File: src/rtl/rom_writer.sv
// -----------------------------------------------------------------------------
// rom_writer
//
// Programs one word of a bipolar fuse PROM (3601 / 556PT4 class) per host
// command. Each requested bit is blown individually with a timed program
// strobe. After each strobe the chip is read back, and a bit that does not
// take gets a bounded number of extra pulses.
//
// Ports
//   clk, reset            : single clock, synchronous active-high reset
//   cmd_valid/cmd_ready   : host command handshake (see note below)
//   cmd_address/cmd_data  : target address and word (1 = blow fuse)
//   address_line          : chip address, holds the last latched address
//   chip_select_n         : active-low chip select, low while the chip is in use
//   data_line_in          : chip read-back data
//   program_enable        : gates the programming supply, high only in PULSE
//   program_bit           : one-hot bit currently being blown, else zero
//   done / error          : one-cycle completion pulses
//   fail_mask             : offending bits, valid from error until next accept
//   last_read             : last word sampled from the chip
//   dbg_state             : current FSM state, for debug and checkers
//
// Handshake: a command is taken on any rising edge where cmd_valid and
// cmd_ready are both high and reset is low. cmd_ready is high only in IDLE.
// cmd_valid seen while busy is ignored, so the host must hold address/data
// stable with cmd_valid high until it sees cmd_ready.
// -----------------------------------------------------------------------------
module rom_writer #(
  parameter int DATA_WIDTH    = 4,
  parameter int ADDRESS_WIDTH = 8,
  parameter int SETTLE_CYCLES = 4,
  parameter int PULSE_CYCLES  = 50,
  parameter int MAX_RETRIES   = 3
) (
  input  logic                     clk,
  input  logic                     reset,
  input  logic                     cmd_valid,
  output logic                     cmd_ready,
  input  logic [ADDRESS_WIDTH-1:0] cmd_address,
  input  logic [DATA_WIDTH-1:0]    cmd_data,
  output logic [ADDRESS_WIDTH-1:0] address_line,
  output logic                     chip_select_n,
  input  logic [DATA_WIDTH-1:0]    data_line_in,
  output logic                     program_enable,
  output logic [DATA_WIDTH-1:0]    program_bit,
  output logic                     done,
  output logic                     error,
  output logic [DATA_WIDTH-1:0]    fail_mask,
  output logic [DATA_WIDTH-1:0]    last_read,
  output logic [2:0]               dbg_state
);

  typedef enum logic [2:0] {
    ST_IDLE    = 3'd0,
    ST_SETTLE  = 3'd1,
    ST_EVAL    = 3'd2,
    ST_PULSE   = 3'd3,
    ST_RECOVER = 3'd4,
    ST_DONE    = 3'd5,
    ST_ERROR   = 3'd6
  } state_t;

  // One shared cycle counter serves SETTLE, PULSE and RECOVER, so it is sized
  // for the longer of the two timed intervals.
  localparam int CNT_MAX = (PULSE_CYCLES > SETTLE_CYCLES) ? PULSE_CYCLES : SETTLE_CYCLES;
  localparam int CNT_W   = (CNT_MAX > 1) ? $clog2(CNT_MAX + 1) : 1;
  // The attempt counter must be able to hold MAX_RETRIES+1.
  localparam int ATT_W   = $clog2(MAX_RETRIES + 2);

  localparam logic [CNT_W-1:0] SETTLE_LAST = CNT_W'(SETTLE_CYCLES - 1);
  localparam logic [CNT_W-1:0] PULSE_LAST  = CNT_W'(PULSE_CYCLES - 1);
  localparam logic [ATT_W-1:0] ATT_LIMIT   = ATT_W'(MAX_RETRIES);

  state_t                   state_q, state_d;
  logic [CNT_W-1:0]         cnt_q, cnt_d;
  logic [ATT_W-1:0]         att_q, att_d;
  logic [ADDRESS_WIDTH-1:0] addr_q, addr_d;
  logic [DATA_WIDTH-1:0]    data_q, data_d;
  logic [DATA_WIDTH-1:0]    sel_q, sel_d;
  logic [DATA_WIDTH-1:0]    last_read_q, last_read_d;
  logic [DATA_WIDTH-1:0]    fail_mask_q, fail_mask_d;
  logic                     pe_q, pe_d;
  logic [DATA_WIDTH-1:0]    pbit_q, pbit_d;
  logic                     cs_n_q, cs_n_d;
  logic                     done_q, done_d;
  logic                     error_q, error_d;

  logic [DATA_WIDTH-1:0]    conflict;
  logic [DATA_WIDTH-1:0]    need;

  // Bits already blown that the word does not want can never be undone.
  assign conflict = last_read_q & ~data_q;
  // Bits the word wants that still read blank.
  assign need     = data_q & ~last_read_q;

  // ---------------------------------------------------------------------------
  // Next-state and next-output logic
  // ---------------------------------------------------------------------------
  always_comb begin
    state_d     = state_q;
    cnt_d       = cnt_q;
    att_d       = att_q;
    addr_d      = addr_q;
    data_d      = data_q;
    sel_d       = sel_q;
    last_read_d = last_read_q;
    fail_mask_d = fail_mask_q;

    unique case (state_q)
      ST_IDLE: begin
        if (cmd_valid) begin
          addr_d      = cmd_address;
          data_d      = cmd_data;
          fail_mask_d = '0;
          cnt_d       = '0;
          att_d       = '0;
          state_d     = ST_SETTLE;
        end
      end

      ST_SETTLE: begin
        if (cnt_q == SETTLE_LAST) begin
          last_read_d = data_line_in;
          cnt_d       = '0;
          state_d     = ST_EVAL;
        end else begin
          cnt_d = cnt_q + CNT_W'(1);
        end
      end

      ST_EVAL: begin
        if (conflict != '0) begin
          fail_mask_d = conflict;
          state_d     = ST_ERROR;
        end else if (need == '0) begin
          state_d = ST_DONE;
        end else begin
          // Two's-complement trick isolates the lowest set bit of need.
          sel_d   = need & (~need + DATA_WIDTH'(1));
          cnt_d   = '0;
          state_d = ST_PULSE;
        end
      end

      ST_PULSE: begin
        if (cnt_q == PULSE_LAST) begin
          cnt_d   = '0;
          state_d = ST_RECOVER;
        end else begin
          cnt_d = cnt_q + CNT_W'(1);
        end
      end

      ST_RECOVER: begin
        if (cnt_q == SETTLE_LAST) begin
          last_read_d = data_line_in;
          cnt_d       = '0;
          if ((data_line_in & sel_q) != '0) begin
            // Bit took; re-evaluate the whole word, which also catches any
            // neighbouring fuse that blew by accident.
            att_d   = '0;
            state_d = ST_EVAL;
          end else if (att_q < ATT_LIMIT) begin
            att_d   = att_q + ATT_W'(1);
            state_d = ST_PULSE;
          end else begin
            // Out of retries; the remaining bits are abandoned.
            att_d       = att_q + ATT_W'(1);
            fail_mask_d = sel_q;
            state_d     = ST_ERROR;
          end
        end else begin
          cnt_d = cnt_q + CNT_W'(1);
        end
      end

      ST_DONE:  state_d = ST_IDLE;
      ST_ERROR: state_d = ST_IDLE;

      default:  state_d = ST_IDLE;
    endcase
  end

  // Chip-facing outputs are registered from the next state so they line up
  // exactly with the state they belong to and cannot glitch.
  always_comb begin
    pe_d    = (state_d == ST_PULSE);
    pbit_d  = (state_d == ST_PULSE) ? sel_d : '0;
    cs_n_d  = !((state_d == ST_SETTLE) || (state_d == ST_EVAL) ||
                (state_d == ST_PULSE)  || (state_d == ST_RECOVER));
    done_d  = (state_d == ST_DONE);
    error_d = (state_d == ST_ERROR);
  end

  // ---------------------------------------------------------------------------
  // State register
  // ---------------------------------------------------------------------------
  always_ff @(posedge clk) begin
    if (reset) begin
      state_q     <= ST_IDLE;
      cnt_q       <= '0;
      att_q       <= '0;
      addr_q      <= '0;
      data_q      <= '0;
      sel_q       <= '0;
      last_read_q <= '0;
      fail_mask_q <= '0;
      pe_q        <= 1'b0;
      pbit_q      <= '0;
      cs_n_q      <= 1'b1;
      done_q      <= 1'b0;
      error_q     <= 1'b0;
    end else begin
      state_q     <= state_d;
      cnt_q       <= cnt_d;
      att_q       <= att_d;
      addr_q      <= addr_d;
      data_q      <= data_d;
      sel_q       <= sel_d;
      last_read_q <= last_read_d;
      fail_mask_q <= fail_mask_d;
      pe_q        <= pe_d;
      pbit_q      <= pbit_d;
      cs_n_q      <= cs_n_d;
      done_q      <= done_d;
      error_q     <= error_d;
    end
  end

  assign cmd_ready      = (state_q == ST_IDLE);
  assign address_line   = addr_q;
  assign chip_select_n  = cs_n_q;
  assign program_enable = pe_q;
  assign program_bit    = pbit_q;
  assign done           = done_q;
  assign error          = error_q;
  assign fail_mask      = fail_mask_q;
  assign last_read      = last_read_q;
  assign dbg_state      = state_q;

endmodule

File: config.mk
export PLATFORM = sky130hd
export DESIGN_NAME = rom_writer
export DESIGN_NICKNAME = d
export VERILOG_FILES = /design/src/rtl/rom_writer.sv
export SDC_FILE = /design/constraint.sdc
export NUM_CORES = 1
export LEC_CHECK = 0
export ABC_AREA = 1
export CORE_UTILIZATION = 45
export CTS_BUF_LIST = sky130_fd_sc_hd__clkbuf_8 sky130_fd_sc_hd__clkbuf_16
export CTS_CLUSTER_SIZE = 40
export DETAILED_ROUTE_END_ITERATION = 8
export DONT_BUFFER_PORTS = 1
export SLEW_MARGIN = 20
export SYNTH_ARGS = -nofsm -noshare
export SYNTH_HDL_FRONTEND = slang
export SYNTH_SLANG_ARGS = --single-unit
export TNS_END_PERCENT = 30
File: constraint.sdc
create_clock -name clk -period 1.3 [get_ports clk]
set_clock_uncertainty 0.05 [all_clocks]
set_input_delay 0.26 -clock clk [delete_from_list [all_inputs] [get_ports clk]]
set_output_delay 0.26 -clock clk [all_outputs]
set_load 0.02 [all_outputs]
==> results.cfg <==
[outcome]
status = complete, but fails checks
violations = negative hold slack, negative setup slack

[power_and_ir_drop]
sequentialPowerShare_pct = 53.3
combPwrFrac_pct = 15.5
power_mw = 2.69
switching_power_mw = 0.759
internal_power_mw = 1.93
power_density_mw_per_mm2 = 861
ir_drop_mv = 0.603
clockPowerShare_pct = 31.2
p_leak_nw = 1.36
netSwitchingFraction_pct = 28.2

[timing]
final-max-slew-violation-count = 0
worst_slack_ns = -0.181
slew_headroom_pct = 70.8
timing.hold.ws_ns = -0.0386
worstMarginPinSlew_ns = 0.437
setup_viol_count_final = 28
fin_crit_ns = 1.48
finalHoldViolCount = 27
rsz0062_at_grt = yes
fin_crit_sh_pct = 114
max_freq_ghz = 0.675

[grt]
use_met2_pct = 36.9
antenna_found_initial = 0
gr-total-overflow = 0
met1_usage_pct = 28.5
grtUsageTotal_pct = 22.6
use_met3_pct = 5.81
grt_pass1_wl_mm = 8.71
grt_max_degree = 31
grt_pass1_vias = 1940
busiest_layer = met2

[synthesis]
synthesis.nets = 308
syn_area_per_cell_sq_um = 7.16
syn-instance-count = 286
synthesis.area_sq_mm = 0.00205
yosys_register_bits = 44
synthDistinctLibCells = 30
ys_warn_count = 0
synth_seq_area_share_pct = 43.0

[worst_setup_path]
startpoint_type = flop
cp-end-kind = flop
startpoint = dbg_state[1]
reg2reg_to = cnt_q[4]
worstPathCellList = inv_6 > nor3_4 > buf_6 > buf_6 > o21ai_4 > nand2_4 > nand2_2 > a21oi_1
critPathTopFamily = simple AND/OR/NAND/NOR gates
ff2ff_path_depth = 8
crit_required_ns = 1.48
crit_top_cell = buf_6
worstSetupPathType = flop to flop
worstPathMaxFanout = 6
reg2reg_from = dbg_state[1]
reg2reg_slack_ns = -0.18
cp.arrival_ns = 1.66
path_buf_inv = 3
crit_path_top_delay_cell = dfxtp_4
critPathMaxStageDelay_ns = 0.40

[final_layout]
layout-drive-gt1-share_pct = 50.0
n_antenna_cell = 0
area_delta_synth_final_pct = 52.5
nets = 377
fin_util_pct = 71.8

[clock_tree]
cts_tree = built
clk_pin_slew_ns = 0.08
clk-insertion-delay-late_ns = 0.30
numCtsBuffers = 5
clockBufferDepth = 2
htreeDepth = 2
clock-sinks = 44
root_buffer = clkbuf_8

[floorplanning]
fp.dieH_um = 69.5
num_rows = 24
dieArea_sq_mm = 0.00483
start_util_pct = 47.0
ioPinCount = 47
die_x_um = 69.5
core_area_sq_mm = 0.00435

[min_path]
hp-start = reset
min_path_type = primary input to flop
min_path_cells = 1
min_to = dbg_state[0]

[placed_design]
dpl.hpwl_mm = 3.62
io_buffers = 0
gp_congestion = 0.857

[route]
routed_wl_mm = 5.51
drt-wirelength-per-cell_um = 13.5
route.detailed.drc = 0
ant_nets = 0
first_pass_iters = 4
via_per_inst = 5.14
routed-via-count = 2096
dr.first_iter.drc_count = 108

[run]
maxCapViolations = 0
==> worst reg2reg max path, delay by kind of cell (launching register included) <==
family | cells | cell delay [ns]
and+or+nand+nor | 3 | 0.45
DFF | 1 | 0.40
buffers and inverters | 3 | 0.32
AOI/OAI and AO/OA | 2 | 0.19
==> logic make-up after synthesis <==
kind of cell | Yosys count | share of synthesized area (%)
DFF | 44 | 43.0
and+or+nand+nor | 139 | 30.9
xor gates and xnor gates | 3 | 1.28
buffers and inverters | 39 | 7.21
AOI/OAI and AO/OA | 58 | 15.8
adders and majority gates | 3 | 1.83
==> per-stage QoR <==
step	hold slack, ns	setup slack, ns	instance area [sq um]	TNS [ns]	instances
2_1_floorplan	0.273	-0.0842	2140	-0.934	286
3_3_place_gp	0.276	-0.191	2600	-2.56	389
3_5_place_dp	0.274	-0.202	2600	-2.96	389
4_1_cts	-0.0478	-0.0972	2900	-1.71	404
5_1_grt	-0.0508	-0.226	3120	-5.58	408
6_report	-0.0386	-0.181	3120	-3.49	408
==> cells in the final DEF, fill, tap and decap left out, types with 4 or more instances in the layout <==
cell | synthesis | final
a21oi_2 | 0 | 8
nand2_1 | 74 | 50
o21ai_2 | 1 | 6
dfxtp_4 | 0 | 9
dfxtp_1 | 44 | 28
a21oi_1 | 29 | 21
nand2_2 | 5 | 22
nand3_1 | 18 | 13
buf_6 | 0 | 8
nand3_2 | 1 | 4
o21ai_1 | 4 | 7
nand2_4 | 3 | 10
clkbuf_8 | 0 | 5
inv_2 | 3 | 8
dfxtp_2 | 0 | 7
o21ai_0 | 15 | 4
nor2_4 | 1 | 10
inv_1 | 32 | 24
buf_4 | 0 | 56
nor2_1 | 23 | 17
==> power groups by stage <==
stage | Sequential (mW) | Combinational, mW | Clock, mW
after CTS | 1.43 | 0.348 | 0.871
after global routing | 1.44 | 0.454 | 0.915
final | 1.43 | 0.416 | 0.840
after global placement | 1.46 | 0.288 | 0
after detailed placement | 1.46 | 0.290 | 0
after floorplan | 1.46 | 0.185 | 0
==> flip-flops by register name, summed over array words and instances, names as in the netlist <==
name            cells
program_enable      1
address_line        8
last_read           4
program_bit         4
chip_select_n       1
error               1
sel_q               4
cnt_q               6
done                1
data_q              4
dbg_state           3
fail_mask           4
att_q               3
==> how the worst max path moves through the flow <==
stage | slack, ns | depth (start not counted) | end
3_3_place_gp | -0.19 | 9 | chip_select_n
6_report | -0.18 | 8 | cnt_q[4]
3_5_place_dp | -0.20 | 9 | chip_select_n
5_1_grt | -0.23 | 8 | fail_mask[2]
4_1_cts | -0.1 | 3 | cmd_ready
2_1_floorplan | -0.08 | 7 | sel_q[0]
==> synthesized netlist by cell type, drive strengths merged <==
master	instances	area share (%)
nor2	30	6.6
dfxtp	44	43
o21ai	20	5.1
nor3	5	1.8
o21bai	1	0.37
nand4	3	0.92
inv	35	6.4
clkbuf	3	0.55
a22oi	1	0.37
ha	3	1.8
xor2	2	0.86
nand2	82	17
o22ai	1	0.31
a31oi	1	0.31
a21oi	30	7.9
a211oi	3	1.1
nand3	19	4.9
buf	1	0.24
xnor2	1	0.43
a21o	1	0.37
==> per-layer routing <==
layer	vias to the layer above	share of wire, %
li1	1065	-
met1	943	44
met2	66	47
met3	22	5.3
met4	0	4.1
met5	-	0
==> final cells by class <==
class | count | area [sq um]
Clock buffer | 5 | 68.8
Sequential cell | 44 | 923
Fill cell | 333 | 1230
Timing Repair Buffer | 66 | 551
Inverter | 35 | 145
Tap cell | 52 | 65.1
Clock inverter | 3 | 15.0
Multi-Input combinational cell | 203 | 1360
==> what timing repair did <==
action / in CTS / in global routing
resized for setup: 54 / 53
cloned: 0 / 0
setup endpoints to repair: 37 / 46
pin swaps: 21 / 29
buffers inserted: 7 / 4
hold endpoints to repair: 28 / 28
Note: power is estimated with default switching activity, not from simulation.
